`src/rtl/data_memory_bytelane.sv`:
```
// Word-organised data RAM with byte/half/word loads and stores, sign/zero extension and error flags.
// Response LATENCY cycles after acceptance; req_ready drops while a request waits, one request per LATENCY cycles.
module data_memory_bytelane #(
   parameter int unsigned DEPTH     = 16,
   parameter logic [31:0] BASE_ADDR = 32'h1000_1000,
   parameter int unsigned LATENCY   = 1
) (
   input  logic        clk,
   input  logic        rst_n,
   input  logic        req_valid,
   output logic        req_ready,
   input  logic        req_write,
   input  logic [1:0]  req_size,
   input  logic        req_unsigned,
   input  logic [31:0] address,
   input  logic [31:0] write_data,
   output logic        resp_valid,
   output logic [31:0] read_data,
   output logic        err_misaligned,
   output logic        err_range
);
   localparam int unsigned AW     = $clog2(DEPTH);
   localparam logic [31:0] SPAN   = 32'(DEPTH * 4);
   localparam bit          DIRECT = (LATENCY == 1);

   typedef enum logic [1:0] {IDLE, WAIT, RESP} state_t;

   state_t      state, state_nxt;
   logic [3:0]  cnt, cnt_nxt;
   logic [31:0] mem [DEPTH];

   logic        cap_write, cap_uns;
   logic [1:0]  cap_size;
   logic [31:0] cap_addr, cap_wdata;

   logic        accept, commit;
   logic        op_write, op_uns;
   logic [1:0]  op_size, lane;
   logic [31:0] op_addr, op_wdata;
   logic [31:0] offset, word_rd, word_wr, load_val;
   logic [AW-1:0] idx;
   logic        op_mis, op_rng, op_err;
   logic [7:0]  byte_sel;
   logic [15:0] half_sel;

   assign req_ready = (state != WAIT);
   assign accept    = req_valid && req_ready;

   always_comb begin
      state_nxt = state;
      cnt_nxt   = cnt;
      commit    = 1'b0;
      case (state)
         IDLE, RESP: begin
            state_nxt = IDLE;
            if (accept) begin
               if (DIRECT) begin
                  state_nxt = RESP;
                  commit    = 1'b1;
               end else begin
                  state_nxt = WAIT;
                  cnt_nxt   = 4'(LATENCY - 1);
               end
            end
         end
         WAIT: begin
            cnt_nxt = cnt - 4'd1;
            if (cnt == 4'd1) begin
               state_nxt = RESP;
               commit    = 1'b1;
            end
         end
         default: state_nxt = IDLE;
      endcase
   end

   // With single-cycle latency the commit edge is the acceptance edge, so the live request is used.
   always_comb begin
      op_write = DIRECT ? req_write    : cap_write;
      op_size  = DIRECT ? req_size     : cap_size;
      op_uns   = DIRECT ? req_unsigned : cap_uns;
      op_addr  = DIRECT ? address      : cap_addr;
      op_wdata = DIRECT ? write_data   : cap_wdata;
   end

   always_comb begin
      offset = op_addr - BASE_ADDR;
      op_rng = (offset >= SPAN);
      idx    = offset[AW+1:2];
      lane   = op_addr[1:0];
      case (op_size)
         2'b00:   op_mis = 1'b0;
         2'b01:   op_mis = op_addr[0];
         2'b10:   op_mis = (op_addr[1:0] != 2'b00);
         default: op_mis = 1'b1;
      endcase
      op_err = op_mis || op_rng;
   end

   always_comb begin
      word_rd  = mem[idx];
      byte_sel = word_rd[{lane, 3'b000} +: 8];
      half_sel = word_rd[{lane[1], 4'b0000} +: 16];
      word_wr  = word_rd;
      load_val = word_rd;
      case (op_size)
         2'b00: begin
            word_wr[{lane, 3'b000} +: 8] = op_wdata[7:0];
            load_val = op_uns ? {24'b0, byte_sel} : {{24{byte_sel[7]}}, byte_sel};
         end
         2'b01: begin
            word_wr[{lane[1], 4'b0000} +: 16] = op_wdata[15:0];
            load_val = op_uns ? {16'b0, half_sel} : {{16{half_sel[15]}}, half_sel};
         end
         2'b10:   word_wr = op_wdata;
         default: ;
      endcase
   end

   always_ff @(posedge clk or negedge rst_n) begin
      if (!rst_n) begin
         state          <= IDLE;
         cnt            <= 4'd0;
         resp_valid     <= 1'b0;
         read_data      <= 32'd0;
         err_misaligned <= 1'b0;
         err_range      <= 1'b0;
         cap_write      <= 1'b0;
         cap_size       <= 2'b00;
         cap_uns        <= 1'b0;
         cap_addr       <= 32'd0;
         cap_wdata      <= 32'd0;
      end else begin
         state      <= state_nxt;
         cnt        <= cnt_nxt;
         resp_valid <= commit;
         if (commit) begin
            read_data      <= (op_err || op_write) ? 32'd0 : load_val;
            err_misaligned <= op_mis;
            err_range      <= op_rng;
         end
         if (accept) begin
            cap_write <= req_write;
            cap_size  <= req_size;
            cap_uns   <= req_unsigned;
            cap_addr  <= address;
            cap_wdata <= write_data;
         end
      end
   end

   // Array is deliberately not reset; errored stores never reach it.
   always_ff @(posedge clk) begin
      if (rst_n && commit && op_write && !op_err)
         mem[idx] <= word_wr;
   end
endmodule
```
`config.mk`:
```
export PLATFORM = sky130hd
export DESIGN_NAME = data_memory_bytelane
export DESIGN_NICKNAME = d
export VERILOG_FILES = /design/src/rtl/data_memory_bytelane.sv
export SDC_FILE = /design/constraint.sdc
export NUM_CORES = 1
export LEC_CHECK = 0
export CORE_MARGIN = 2
export CORE_UTILIZATION = 40
export CTS_BUF_LIST = sky130_fd_sc_hd__clkbuf_4
export DETAILED_ROUTE_END_ITERATION = 10
export SLEW_MARGIN = 20
export SYNTH_ARGS = -nofsm -noshare
export SYNTH_HDL_FRONTEND = slang
export SYNTH_SLANG_ARGS = --single-unit
```
`constraint.sdc`:
```
create_clock -name clk -period 2.4 [get_ports clk]
set_input_delay 0.24 -clock clk [delete_from_list [all_inputs] [get_ports clk]]
set_output_delay 0.24 -clock clk [all_outputs]
set_load 0.05 [all_outputs]
```
==> results of run 1 <==
-- final timing paths --
path | slack [ps] | cells past startpoint | start | endpoint
setup / recovery | -30 | 7 | mem[3][5]$_DFFE_PP_ | mem[8][5]$_DFFE_PP_
hold / removal | 120 | 6 | address[14] | err_range$_DFFE_PN0P_
setup reg to reg | -30 | 7 | mem[3][5]$_DFFE_PP_ | mem[8][5]$_DFFE_PP_
hold reg to reg | 490 | 1 | err_misaligned$_DFFE_PN0P_ | err_misaligned$_DFFE_PN0P_
max in group asynchronous | 1630 | 4 | rst_n | read_data[11]$_DFFE_PN0P_
min in group asynchronous | 420 | 4 | rst_n | read_data[4]$_DFFE_PN0P_
-- timing repair --
item | CTS | global route
buffers inserted | 0 | 10
pin swaps | 0 | 9
hold buffers | 5 | 0
hold endpoints to repair | 70 | 0
gates resized for setup | 49 | 61
endpoints found under the setup margin | 200 | 311
cloned | 0 | 6
-- logic make-up (layout without fill, tap and decap cells) --
kind of cell | after synthesis | in the layout | synth area share [%]
other | 1 | 11 | 0.0162
AND/OR/NAND/NOR | 184 | 184 | 4.10
flip-flops | 547 | 547 | 70.3
AO/OA/AOI/OAI | 218 | 224 | 6.97
buffers and inverters | 99 | 632 | 2.28
XOR/XNOR | 1 | 1 | 0.0379
multiplexers | 179 | 179 | 16.0
adder cells (fa/ha/maj) | 5 | 5 | 0.271
-- worst reg2reg max path, stage by stage (launching register included) --
cell	delay, ps
edfxtp_1	360
mux4_2	490
mux4_2	560
a22oi_2	170
nor2_1	90
a21oi_2	180
buf_6	150
o21ai_4	110
-- synthesized netlist by cell type (all sizes together) (10+ instances only) --
library cell / n
mux4: 150
a22o: 12
buf: 54
nand2: 43
a211oi: 17
o21ai: 39
nand3: 10
mux2i: 18
a21oi: 27
clkbuf: 20
inv: 25
nor2b: 30
edfxtp: 512
nor3: 12
dfrtp: 35
nor2: 52
a211o: 17
a221oi: 13
mux2: 11
a22oi: 12
-- metal layers --
layer / up-vias / wire (µm) / track usage [%]
met5: - / 0 / 0
met4: 0 / 1520 / 7.46
met2: 659 / 31500 / 35.0
li1: 6136 / - / -
met1: 7477 / 28400 / 30.6
met3: 106 / 5170 / 5.11
-- registers in the layout (all words and copies together), names as in the netlist --
| signal | flops |
|---|---|
| mem | 512 |
| resp_valid | 1 |
| err_range | 1 |
| read_data | 32 |
| err_misaligned | 1 |
-- final cells by class --
cell class                      count  area, µm²
Timing Repair Buffer              358       3660
Tap cell                          765        957
Multi-Input combinational cell    594       7050
Fill cell                        4611      27500
Clock buffer                      205       1540
Antenna cell                       10       25.0
Sequential cell                   547      16300
Clock inverter                     44        265
Inverter                           25       93.8
-- power by group through the flow --
stage	Sequential, mW	Combinational, mW	Clock, mW
2_1_floorplan	10.9	1.03	0
3_3_place_gp	10.8	2.00	0
3_5_place_dp	10.8	2.04	0
4_1_cts	10.6	2.08	8.31
5_1_grt	10.6	2.41	8.78
6_report	10.6	2.27	8.07
-- metrics by stage --
stage	utilization (%)	worst slack (ps)	setup TNS, ps	instances	hold WS (ps)
floorplan	-	-717	-317270	1234	-55.6
global placement	47.8	-1140	-606610	2268	379
detailed placement	47.8	-1180	-650070	2268	381
CTS	51.1	1.01	0	2522	33.8
global route	52.0	-47.2	-2440	2546	81.9
finish	52.0	-32.7	-288	2548	121
==> qor.txt, run 1 <==
Power Total -> 21.0 mW
Avg Inst Size Synth -> 18.7 µm²
Peak Freq -> 411 MHz
Synth Net Count -> 1310
DR DRC count -> 0
Cell mode on critical path -> mux4_2
Commonest non-fill, non-tap cell in the layout -> edfxtp_1
CP peak stage delay -> 560 ps
Seq/Total Area, Yosys -> 70.3%
Top Family by Delay on Critical Path -> multiplexers
Min-Delay Path Class -> in2reg
Status -> finished, violations left
CP Cell Sequence -> mux4_2 > mux4_2 > a22oi_2 > nor2_1 > a21oi_2 > buf_6 > o21ai_4
Total internal power -> 15.9 mW
Initial antenna violation count -> 2
Critical Path AT -> 3100 ps
Layout cell share with drive strength beyond 1 -> 40.9%
Max-Cap Viols -> 0
Commonest cells after routing, fill and taps aside -> 512 x edfxtp_1, 205 x clkbuf_4, 185 x buf_4, 146 x mux4_2, 63 x clkdlybuf4s50_1
Largest net degree at the start of global routing -> 46
Switch Pwr -> 5.10 mW
CP Buf/Inv Count -> 1
Post-synth EDFFs -> 512
Power share of the clock group -> 38.5%
Die Y -> 244 µm
Clock buffer depth -> 3
CTS sink count -> 547
RSZ-0062 raised after global routing -> yes
Finish-stage setup viols -> 12
Initial cell density of the core -> 40.3%
Reg power frac -> 50.7%
Routed vias -> 14378
Nets@finish -> 1744
Final WS setup -> -32.7 ps
Clock-pin slew on the worst setup and hold paths -> 70 ps
Yosys reg bits -> 547
Core Area -> 57400 µm²
Worst vdd ir -> 0.306 mV
Overflow after GRT -> 0
TritonCTS clock tree -> done
Area Growth Syn to Fin -> 29.1%
Post-Syn Area -> 23100 µm²
TritonRoute pass-1 iters -> 5
Clock Skew -> 70.4 ps
Critical-path maximum fanout -> 8
Drt wl/cell -> 26.1 µm
Crit path required time -> 3070 ps
Cells after Synth -> 1234
Vias/cell -> 5.64
Rows -> 88
Pwr/cell area -> 703 nW/µm²
Detailed Route WL -> 66600 µm
Slowest cell on crit path -> mux4_2
CTS buffer count -> 142
IO Port Bufs -> 105
Logic gate share of total power -> 10.8%
Final period utilization -> 101%
Worst-Margin Slew -> 1050 ps
Finished layout cell area -> 29800 µm²
Yosys warns -> 0
IO Pins -> 107
Instance area after placement -> 27400 µm²
Startpoint types -> register
CTS root buf -> clkbuf_4
Final Hold Viols -> 0
CP Class -> reg2reg
Sw Ratio -> 24.3%
H-tree Lvls -> 4
Synth top area share -> 66.5%
Largest area contributor in the netlist -> edfxtp_1
Main flop type after synthesis -> edfxtp_1
Final ANT Viol Nets -> 0
Synth area leaders -> edfxtp_1 67%, mux4_2 14%, dfrtp_1 3.8%, nor2_1 0.83%, nor2b_1 0.81%
Starting DRT DRC Count -> 1409
Placer Congestion -> 0.935
Die area -> 59700 µm²
Ys async rst share -> 6.40%
Final Critical Period -> 2430 ps
First-pass GRT wire length -> 95600 µm
Leakage -> 10.5 nW
HPWL after detailed placement -> 43000 µm
Yosys cell types -> 72
Max-slew violation count -> 0
Vias in the first global route -> 14701
Failing checks -> setup timing
Clk_lat worst skew -> 1010 ps
Slew margin rel. -> 30.1%
Critical Path End Type -> register
Die width -> 244 µm
Total GRT Usage -> 22.2%
No activity file was read; power rests on OpenSTA's default activity.
==> run 2, diff against run 1 <==
- CORE_UTILIZATION: 40 -> 51
- PLACE_DENSITY: unset -> 0.72
==> run 2 against run 1 <==
- the run still ends with setup timing left
- sequential power is essentially flat
- sequential cell count stayed put
- total power is 0.99% lower
- clock power shrank 1%
- highest routed layer is now met5
- core utilization increased by 12 points
- critical path depth is 2 lower
- first-iteration DRC count increased by 25%
- design area fell by 2.6%
- maximum frequency down 0.21%
- worst hold slack worse by 5.2 ps
- non-clock buffer count is 25 lower
- global-route usage grew 3.7 points
==> qor.txt, run 2 (synthesized netlist as in run 1, its figures left out) <==
Placer Congestion -> 0.912 (-2.4%)
Top reg by flops -> mem
Power Total -> 20.8 mW (-0.99%)
Critical Path End Type -> register
RSZ-0062 raised after global routing -> yes
Largest regs -> mem x512, read_data x32
Pwr/cell area -> 715 nW/µm² (+1.6%)
Max-slew violation count -> 0 (unchanged)
WL met3 -> 5490 µm (+6.3%)
Largest net degree at the start of global routing -> 36 (-22%)
CTS buffer count -> 139 (-2.1%)
Routed vias -> 14246 (-0.92%)
Commonest cells after routing, fill and taps aside -> 512 x edfxtp_1, 208 x clkbuf_4, 182 x buf_4, 146 x mux4_2, 97 x clkdlybuf4s50_1
Initial cell density of the core -> 51.3% (+11 points)
Clock-pin slew on the worst setup and hold paths -> 70 ps (about the same)
Wire length on met1 -> 24500 µm (-14%)
Instance area after placement -> 26800 µm² (-2.1%)
CTS root buf -> clkbuf_4
Finish-stage setup viols -> 8 (-4)
Max layer used -> met5
Die Y -> 217 µm (-11%)
Finished layout cell area -> 29100 µm² (-2.6%)
Die width -> 217 µm (-11%)
Initial antenna violation count -> 2 (unchanged)
Crit path depth -> 5 (-2)
Area Growth Syn to Fin -> 25.8%
CP Cell Sequence -> mux4_2 > mux4_2 > a221oi_2 > o21ai_2 > o221a_4
Reg2Reg Setup Slack -> -40 ps (about the same)
Worst vdd ir -> 0.406 mV (+33%)
TritonCTS clock tree -> done
IO Port Bufs -> 105 (unchanged)
Final Hold Viols -> 0 (unchanged)
CP Buf/Inv Count -> 0 (-1)
H-tree Lvls -> 4 (unchanged)
Worst R2R End -> mem[10][13]$_DFFE_PP_
CTS sink count -> 547 (unchanged)
Min-Delay Path Class -> in2reg
Detailed Route WL -> 61400 µm (-7.8%)
Placement Setup Slack -> -1240 ps (-56.9 ps)
Met2 WL -> 29800 µm (-5.6%)
Critical Path AT -> 3010 ps (-90 ps)
HPWL after detailed placement -> 40300 µm (-6.2%)
Reg2reg start -> mem[12][13]$_DFFE_PP_
Vias in the first global route -> 14260 (-3.0%)
Max reg flops -> 512 (unchanged)
# fillers -> 3106 (-33%)
Worst-Margin Slew -> 727 ps (-321 ps)
Failing checks -> setup timing
TritonRoute pass-1 iters -> 5 (unchanged)
Clock Skew -> 41.3 ps (-29.1 ps)
Slew margin rel. -> 51.5% (+21 points)
Core Area -> 45100 µm² (-21%)
Final WS setup -> -37.8 ps (-5.13 ps)
First-pass GRT wire length -> 88600 µm (-7.3%)
Rows -> 78 (-11%)
Starting DRT DRC Count -> 1762 (+25%)
Clock buffer depth -> 3 (unchanged)
Nets@finish -> 1714 (-1.7%)
Crit path required time -> 2970 ps (-100 ps)
Startpoint types -> register
DR DRC count -> 0 (unchanged)
Layout cell share with drive strength beyond 1 -> 40.2% (-0.66 points)
Final Critical Period -> 2440 ps (+5.13 ps)
Final period utilization -> 102% (+0.21 points)
Leakage -> 10.1 nW (-3.2%)
Cell mode on critical path -> mux4_2
Drt wl/cell -> 26.3 µm (+0.60%)
FF-to-FF path depth -> 5 (-2)
Peak Freq -> 410 MHz (-0.21%)
Clk_lat worst skew -> 880 ps (-130 ps)
CP peak stage delay -> 590 ps (+30 ps)
Critical Path Source -> mem[12][13]$_DFFE_PP_
Top Family by Delay on Critical Path -> multiplexers
CP Class -> reg2reg
Overflow after GRT -> 0 (unchanged)
Final ANT Viol Nets -> 0 (unchanged)
CP endpoint -> mem[10][13]$_DFFE_PP_
Status -> finished, violations left
Max-Cap Viols -> 0 (unchanged)
IO Pins -> 107 (unchanged)
Commonest non-fill, non-tap cell in the layout -> edfxtp_1
Vias/cell -> 6.10 (+8.1%)
Total GRT Usage -> 25.9% (+3.7 points)
Critical-path maximum fanout -> 8 (unchanged)
Slowest cell on crit path -> mux4_2
Die area -> 47000 µm² (-21%)
run 2: changes by cell type in the layout (fill, tap and decap cells not counted), sizes merged, moves of 2 or more:
cell and change:
diode -9, buf -23, o21ai -3, a21oi -3, inv +2, clkbuf +3, clkinv -18, dlygate4sd2 -35
clkdlybuf4s50 +34, dlygate4sd3 -2, o221a +3
run 2: metal layers:
layer	global-route usage (%)	vias to the layer above
li1	-	6055
met3	5.93	91
met1	35.7	7312
met5	0	-
met4	9.89	2
met2	40.8	786
run 2: what timing repair did:
action | 4_1_cts | 5_1_grt
resized for setup | 17 | 44
hold endpoints to repair | 36 | 0
cloned | 0 | 4
buffers inserted | 1 | 6
endpoints found under the setup margin | 207 | 450
pin swaps | 1 | 9
hold buffers | 3 | 0
run 2: area by class of cell:
type	instances	area (µm²)	area share, %
Tap cell	600	751	2.58
Multi-Input combinational cell	592	6920	23.8
Clock inverter	30	236	0.813
Inverter	25	93.8	0.323
Sequential cell	547	16300	55.9
Antenna cell	1	2.50	0.00861
Timing Repair Buffer	333	3260	11.2
Clock buffer	208	1560	5.37
run 2: metrics by stage:
step | TNS (ps) | hold slack [ps] | utilization [%] | cells
2_1_floorplan | -317270 | -55.6 | - | 1234
3_3_place_gp | -593380 | 367 | 59.5 | 2084
3_5_place_dp | -624830 | 367 | 59.5 | 2084
4_1_cts | 0 | 31.0 | 63.8 | 2326
5_1_grt | -2090 | 121 | 64.5 | 2336
6_report | -262 | 116 | 64.5 | 2336
run 2: where the power goes:
part / total [mW] / switching (mW) / internal, mW / leakage [nW]
registers: 10.6 / 0.00111 / 10.6 / 5.08
logic: 2.16 / 1.22 / 0.932 / 3.98
clock network: 7.98 / 3.61 / 4.37 / 1.07
total: 20.8 / 4.83 / 15.9 / 10.1
run 2: worst min path at each step:
| stage | start | end | slack, ps | depth (start not counted) |
|---|---|---|---|---|
| 2_1_floorplan | rst_n | err_misaligned$_DFFE_PN0P_ | -60 | 0 |
| 3_3_place_gp | rst_n | resp_valid$_DFF_PN0_ | 370 | 2 |
| 6_report | req_size[0] | read_data[15]$_DFFE_PN0P_ | 120 | 4 |
| 3_5_place_dp | rst_n | read_data[24]$_DFFE_PN0P_ | 370 | 2 |
| 4_1_cts | req_size[0] | read_data[15]$_DFFE_PN0P_ | 30 | 4 |
| 5_1_grt | req_size[0] | read_data[15]$_DFFE_PN0P_ | 120 | 4 |
run 2: worst reg2reg max path: stages (launching register included):
cell      delay, ps
edfxtp_1        380
mux4_2          480
mux4_2          590
a221oi_2        330
o21ai_2         160
o221a_4         210
